--- src/rtl/pipe_pkg.sv ---
// Shared types and helpers for the pipeline hazard unit: forwarding selects,
// per-stage destination metadata and the register-writer predicate.
package pipe_pkg;

  localparam int unsigned RegBitsDefault = 5;
  // Metadata carries a fixed-width destination so one struct serves any REGBITS up to this.
  localparam int unsigned MetaDstW       = 8;

  typedef enum logic [1:0] {
    FWD_RF  = 2'b00,
    FWD_WB  = 2'b01,
    FWD_MEM = 2'b10
  } fwd_sel_t;

  typedef struct packed {
    logic                valid;
    logic                regwrite;
    logic                memtoreg;
    logic [MetaDstW-1:0] dst;
  } stage_meta_t;

  function automatic logic is_writer(stage_meta_t m);
    return m.valid & m.regwrite & (m.dst != '0);
  endfunction

  // M outranks W so the youngest producer wins.
  function automatic fwd_sel_t fwd_select(logic use_src, logic [MetaDstW-1:0] src,
                                          stage_meta_t m, stage_meta_t w);
    if (use_src && is_writer(m) && (m.dst == src)) return FWD_MEM;
    if (use_src && is_writer(w) && (w.dst == src)) return FWD_WB;
    return FWD_RF;
  endfunction

endpackage

--- src/rtl/sat_counter.sv ---
// Saturating up-counter with asynchronous active-low reset; holds at all-ones.
module sat_counter #(
  parameter int unsigned CNT_W = 16
) (
  input  logic             clk,
  input  logic             reset,
  input  logic             inc_i,
  output logic [CNT_W-1:0] count_o
);

  logic [CNT_W-1:0] count_d, count_q;

  always_comb begin
    count_d = count_q;
    if (inc_i && (count_q != '1)) begin
      count_d = count_q + 1'b1;
    end
  end

  always_ff @(posedge clk or negedge reset) begin
    if (!reset) begin
      count_q <= '0;
    end else begin
      count_q <= count_d;
    end
  end

  assign count_o = count_q;

endmodule

--- src/rtl/pipe_hazard_unit.sv ---
// Hazard and interlock controller for the 5-stage pipeline: shadow E/M/W metadata,
// E-stage forwarding, W->D bypass, load-use stalls, redirect flushes and perf counters.
module pipe_hazard_unit
  import pipe_pkg::*;
#(
  parameter int unsigned REGBITS      = RegBitsDefault,
  parameter int unsigned BRANCH_STAGE = 3,
  parameter bit          WB_BYPASS    = 1'b1,
  parameter int unsigned CNT_W        = 16
) (
  input  logic               clk,
  input  logic               reset,
  input  logic               valid_d,
  input  logic [REGBITS-1:0] rs_d,
  input  logic [REGBITS-1:0] rt_d,
  input  logic               use_rs_d,
  input  logic               use_rt_d,
  input  logic               regwrite_d,
  input  logic               memtoreg_d,
  input  logic [REGBITS-1:0] dst_d,
  input  logic               jump_d,
  input  logic               branch_taken,
  output logic               stall_f,
  output logic               stall_d,
  output logic               flush_d,
  output logic               flush_e,
  output logic               flush_m,
  output logic [1:0]         fwd_a_e,
  output logic [1:0]         fwd_b_e,
  output logic               fwd_a_d,
  output logic               fwd_b_d,
  output logic [CNT_W-1:0]   stall_cnt,
  output logic [CNT_W-1:0]   flush_cnt
);

  if ((BRANCH_STAGE != 2) && (BRANCH_STAGE != 3)) begin : g_bad_branch_stage
    $error("pipe_hazard_unit: BRANCH_STAGE must be 2 (E) or 3 (M)");
  end
  if ((REGBITS == 0) || (REGBITS > MetaDstW)) begin : g_bad_regbits
    $error("pipe_hazard_unit: REGBITS out of range");
  end

  stage_meta_t meta_e_d, meta_e_q;
  stage_meta_t meta_m_d, meta_m_q;
  stage_meta_t meta_w_d, meta_w_q;

  logic [REGBITS-1:0] rs_e_d, rs_e_q;
  logic [REGBITS-1:0] rt_e_d, rt_e_q;
  logic               use_rs_e_d, use_rs_e_q;
  logic               use_rt_e_d, use_rt_e_q;

  logic [MetaDstW-1:0] rs_d_x, rt_d_x, dst_d_x, rs_e_x, rt_e_x;
  logic                load_use;
  logic                taken;
  logic                stall_w, flush_e_w, flush_m_w;
  fwd_sel_t            fwd_a_sel, fwd_b_sel;

  assign rs_d_x  = MetaDstW'(rs_d);
  assign rt_d_x  = MetaDstW'(rt_d);
  assign dst_d_x = MetaDstW'(dst_d);
  assign rs_e_x  = MetaDstW'(rs_e_q);
  assign rt_e_x  = MetaDstW'(rt_e_q);

  assign taken = branch_taken;

  always_comb begin
    load_use = valid_d & meta_e_q.valid & meta_e_q.memtoreg & is_writer(meta_e_q) &
               ((use_rs_d & (rs_d_x == meta_e_q.dst)) | (use_rt_d & (rt_d_x == meta_e_q.dst)));
  end

  // A taken redirect squashes the stalled consumer anyway, so it overrides the interlock.
  assign stall_w   = load_use & ~taken;
  assign flush_e_w = taken | load_use;
  assign flush_m_w = (BRANCH_STAGE == 3) ? taken : 1'b0;

  assign stall_f = stall_w;
  assign stall_d = stall_w;
  assign flush_d = taken | (jump_d & ~load_use);
  assign flush_e = flush_e_w;
  assign flush_m = flush_m_w;

  always_comb begin
    fwd_a_sel = fwd_select(use_rs_e_q, rs_e_x, meta_m_q, meta_w_q);
    fwd_b_sel = fwd_select(use_rt_e_q, rt_e_x, meta_m_q, meta_w_q);
  end

  assign fwd_a_e = fwd_a_sel;
  assign fwd_b_e = fwd_b_sel;

  if (WB_BYPASS) begin : g_wb_bypass
    assign fwd_a_d = valid_d & use_rs_d & is_writer(meta_w_q) & (meta_w_q.dst == rs_d_x);
    assign fwd_b_d = valid_d & use_rt_d & is_writer(meta_w_q) & (meta_w_q.dst == rt_d_x);
  end else begin : g_no_wb_bypass
    assign fwd_a_d = 1'b0;
    assign fwd_b_d = 1'b0;
  end

  always_comb begin
    meta_w_d = meta_m_q;
    meta_m_d = flush_m_w ? '0 : meta_e_q;

    meta_e_d   = '0;
    rs_e_d     = '0;
    rt_e_d     = '0;
    use_rs_e_d = 1'b0;
    use_rt_e_d = 1'b0;
    if (!flush_e_w) begin
      meta_e_d.valid    = valid_d;
      meta_e_d.regwrite = regwrite_d;
      meta_e_d.memtoreg = memtoreg_d;
      meta_e_d.dst      = dst_d_x;
      rs_e_d            = rs_d;
      rt_e_d            = rt_d;
      use_rs_e_d        = use_rs_d;
      use_rt_e_d        = use_rt_d;
    end
  end

  always_ff @(posedge clk or negedge reset) begin
    if (!reset) begin
      meta_e_q   <= '0;
      meta_m_q   <= '0;
      meta_w_q   <= '0;
      rs_e_q     <= '0;
      rt_e_q     <= '0;
      use_rs_e_q <= 1'b0;
      use_rt_e_q <= 1'b0;
    end else begin
      meta_e_q   <= meta_e_d;
      meta_m_q   <= meta_m_d;
      meta_w_q   <= meta_w_d;
      rs_e_q     <= rs_e_d;
      rt_e_q     <= rt_e_d;
      use_rs_e_q <= use_rs_e_d;
      use_rt_e_q <= use_rt_e_d;
    end
  end

  // Load flags of M and W are tracked for debug visibility; no hazard depends on them.
  logic unused_meta;
  assign unused_meta = meta_m_q.memtoreg ^ meta_w_q.memtoreg;

  sat_counter #(
    .CNT_W(CNT_W)
  ) u_stall_cnt (
    .clk    (clk),
    .reset  (reset),
    .inc_i  (stall_w),
    .count_o(stall_cnt)
  );

  sat_counter #(
    .CNT_W(CNT_W)
  ) u_flush_cnt (
    .clk    (clk),
    .reset  (reset),
    .inc_i  (taken),
    .count_o(flush_cnt)
  );

endmodule
--- config.mk ---
export PLATFORM = sky130hd
export DESIGN_NAME = pipe_hazard_unit
export DESIGN_NICKNAME = d
export VERILOG_FILES = /design/src/rtl/pipe_pkg.sv /design/src/rtl/sat_counter.sv /design/src/rtl/pipe_hazard_unit.sv
export SDC_FILE = /design/constraint.sdc
export NUM_CORES = 1
export LEC_CHECK = 0
export CORE_UTILIZATION = 35
export CTS_CLUSTER_DIAMETER = 80
export DETAILED_ROUTE_END_ITERATION = 6
export GPL_TIMING_DRIVEN = 0
export HOLD_SLACK_MARGIN = 0.05
export PLACE_DENSITY = 0.57
export SLEW_MARGIN = 30
export SYNTH_ARGS = -nofsm -noshare
export SYNTH_HDL_FRONTEND = slang
export SYNTH_SLANG_ARGS = --single-unit
--- constraint.sdc ---
create_clock -name clk -period 3.3 [get_ports clk]
set_input_delay 0.825 -clock clk [delete_from_list [all_inputs] [get_ports clk]]
set_output_delay 0.825 -clock clk [all_outputs]
set_load 0.005 [all_outputs]
==> metrics.log <==
INFO  metric clockRootBuffer = clkbuf_8
INFO  metric sum_of_negative_setup_slack = 0 ps
INFO  metric tritoncts_clock_tree = built
INFO  metric detail_route.first_pass.iterations = 6
INFO  metric grt_antenna_before_repair = 0
INFO  metric critical-path-max-stage-delay = 490 ps
INFO  metric maxSlewHeadroom = 68.5%
INFO  metric mappedNetlistArea = roughly 0.0033 sq mm
INFO  metric cts_buffers = 9
INFO  metric hold_slack = 363 ps
INFO  metric r2r_start = meta_e_q[3]
INFO  metric synth.lib_cells_used.distinct = 46
INFO  metric fin_nets = 411
INFO  metric crit_path_cell_trace = clkdlybuf4s15_2 -> xnor2_1 -> nand4_1 -> o22ai_4 -> buf_6 -> a21oi_4 -> inv_1 -> clkdlybuf4s50_1
INFO  metric clock_tree.htree_level_count = 3
INFO  metric hpwl = 5.49 mm
INFO  metric ant_nets = 0
INFO  metric multi_input_area = 0.00157 sq mm
INFO  metric seq_area_frac_synth = 50.7%
INFO  metric worstPathRequired = 2470 ps
INFO  metric postSynthRegisterBits = 66
INFO  metric post-layout-total-power = 1950 uW
INFO  metric pin_count_of_the_biggest_net_entering_global_routing = 50
INFO  metric routed-via-count = between 2,000 and 2,500
INFO  metric cellPowerDensity = 442 mW/mm^2
INFO  metric setup.worst_path.start_class = input pin
INFO  metric reg2reg_depth = 8
INFO  metric place.port_buffers = 66
INFO  metric grt_overflow_total = 0
INFO  metric vdd.ir_drop.worst = between 150 and 200 uV
INFO  metric die_h = 98.5 microns
INFO  metric worstSetupPathDepth = 8
INFO  metric final_core_utilization = around half
INFO  metric layout.cells.most_common = dfrtp_1
INFO  metric rows = 34
INFO  metric antennaDiodeCount = 0
INFO  metric core_region_area = roughly 0.0088 sq mm
INFO  metric drt_drc_violations_left = 0
INFO  metric finalHoldViolCount = 0
INFO  metric dp_cells = 471
INFO  metric first_iter_violations = 66
INFO  metric drive_above_1_share = 16.4%
INFO  metric clock.fmax = around 310 MHz
INFO  metric cts.clk_slew.worst_paths = 70 ps
INFO  metric netlist.top_cell.by_area = dfrtp_1
INFO  metric rsz_0062_raised_after_global_routing = no
INFO  metric worst_clock_skew = slightly below 10 ps
INFO  metric stdcell_count = 498
INFO  metric synth-async-reset-ratio = 100%
INFO  metric yosys.area.top_type_share = 50.7%
INFO  metric synth.yosys.warnings = 0
INFO  metric max_cap_viol_count = 0
INFO  metric synthFlopType = dfrtp_1
INFO  metric finalCriticalPeriod = 3230 ps
INFO  metric critPathSlowestCell = clkdlybuf4s50_1
INFO  metric min-delay-path-class = input pin to asynchronous set/reset pin
INFO  metric syn2layout_area_growth = 35.4%
INFO  metric finalCritPeriodShare = a little over nine tenths
INFO  metric crit_arrival = 2400 ps
INFO  metric die_wd = 98.5 microns
INFO  metric ratio_of_routed_vias_to_standard_cells = 4.92
INFO  metric boundaryPins = 67
INFO  metric wl = 7.64 mm
INFO  metric cts_buffer_depth = 2
INFO  metric synthesis.instances = slightly below 300
INFO  metric drv_slew = 0
INFO  metric setup_viol = 0
INFO  metric initial_cell_density_of_the_core = between 30% and 40%
INFO  metric wl_per_cell = 15.3 microns
INFO  metric synth_enable_flop_cells = 0
INFO  metric cp_num_buf_inv = 4
INFO  metric worstSetupPathType = input pin to primary output
INFO  metric first_global_vias = 2,475
INFO  metric syn_avg_cell_area = 11.0 sq um
INFO  metric fill_cells = 846
INFO  metric p_leak = 0.00196 uW
INFO  metric setup.worst_path.end_class = primary output
INFO  metric worst_r2r_endpoint = u_stall_cnt.count_o[15]
INFO  metric synthTopCellsByArea = dfrtp_1 (51%), xnor2_1 (12%), xor2_1 (4.8%), nand4_1 (4.2%), and2_1 (4.0%)
INFO  metric worst_pin_slew = approximately 470 ps
INFO  metric top_delay_family_on_crit_path = buffers and inverters
INFO  metric finalWeightedCongestion = just over 0.8
INFO  metric status = complete, no violations
INFO  metric worstPathMaxFanout = 7
INFO  metric grtUsageTotal = 17.1%
INFO  metric tritoncts_num_sinks = 66
INFO  metric regArea = 0.00165 sq mm
INFO  metric ff2ff_setup_slack = 1300 ps
INFO  metric grt_first_pass_wirelength = 12.7 mm
INFO  metric area_of_the_die = 0.00970 sq mm
INFO  metric clk_latency = roughly 340 ps
INFO  metric postSynthNetCount = 322
INFO  metric top_library_cells_by_usage_in_the_layout_fill_and_taps_aside = dfrtp_1 (64), clkdlybuf4s50_1 (49), xnor2_1 (41)
per-layer routing:
metal	up-vias	part of all wire [%]	routed length [microns]	track usage, %
li1	1199	-	-	-
met1	1193	49	3740	23.1
met2	44	47	3560	26.7
met3	13	2.9	219	3.19
met4	0	1.6	126	7.92
met5	-	0	0	0
sequential cells by signal (all words and copies together), names as in the netlist:
signal and cells:
meta_e_q 8, meta_m_q 7, meta_w_q 7, rs_e_q 5, rt_e_q 5, u_flush_cnt.count_o 16
u_stall_cnt.count_o 16, use_rs_e_q 1, use_rt_e_q 1
power by group:
group | internal [uW] | total, uW | switching [uW]
Clock | 390 | 686 | 295
Combinational | 190 | 315 | 126
Sequential | 872 | 948 | 75.9
Total | 1450 | 1950 | 497
kinds of logic (layout without fill, tap and decap cells):
kind of cell               count (synthesis)  in the layout  synth area share, %
DFF                                       66             66                 50.7
buffers and inverters                     17            111                 3.03
muxes                                      5              5                 1.80
xor gates and xnor gates                  63             63                 16.9
AOI/OAI and AO/OA                         15             15                 3.84
adders and majority gates                  2              2                0.768
and+or+nand+nor                          128            128                 23.0
per-stage QoR:
| stage | area (sq um) | worst slack, ps |
|---|---|---|
| finish | 4410 | 74.6 |
| detailed placement | 4080 | -711 |
| global route | 4410 | 0.619 |
| floorplan | 3260 | 600 |
| global placement | 4060 | -834 |
| CTS | 4340 | 4.60 |
what timing repair did:
item / in CTS / in global routing
setup endpoints to repair: 6 / 5
endpoints found under the hold margin: 0 / 0
gates resized for setup: 35 / 15
buffers inserted: 5 / 7
hold buffers: 0 / 0
pin swaps: 10 / 9
worst max path at each step:
stage,end,start,slack [ps]
after floorplan,stall_f,rt_d[0],600
after global placement,u_flush_cnt.count_o[9],reset,-830
after detailed placement,stall_f,rt_d[0],-710
after CTS,flush_e,use_rs_d,5
after global routing,fwd_b_e[0],meta_m_q[2],0.6
final,flush_e,rs_d[2],70
Yosys cell counts, types with 2 or more instances:
library cell  number
nand3_1           11
nand2b_1           2
dfrtp_1           66
buf_2              2
ha_1               2
nor2_1            15
mux2_2             2
nor4_1             6
and3_1             9
nor2b_1            7
xnor2_1           45
xor2_1            18
buf_4              2
or4_4              2
a21oi_1            3
nand2_1           19
nand4_1           22
and2_1            21
inv_1              4
clkbuf_1           6
and4_1             4
buf_6              2
nor3_1             3
worst register-to-register path, cell delays in order (launching register included):
cell and delay, ps:
dfrtp_2 430, buf_4 150, xnor2_2 130, nand4_1 150, o22ai_4 260, buf_6 140, buf_4 140, nor3b_2 190
mux2_4 310
area by class of cell:
class	count	area share (%)
plain buffers	12	1.79
repair buffers	79	17.3
inverters	4	0.340
flip-flops and latches	66	37.5
clock buffers	14	3.69
well taps	108	3.06
clock inverters	2	0.794
multi-input cells	213	35.5
(Power assumes the default switching activity.)
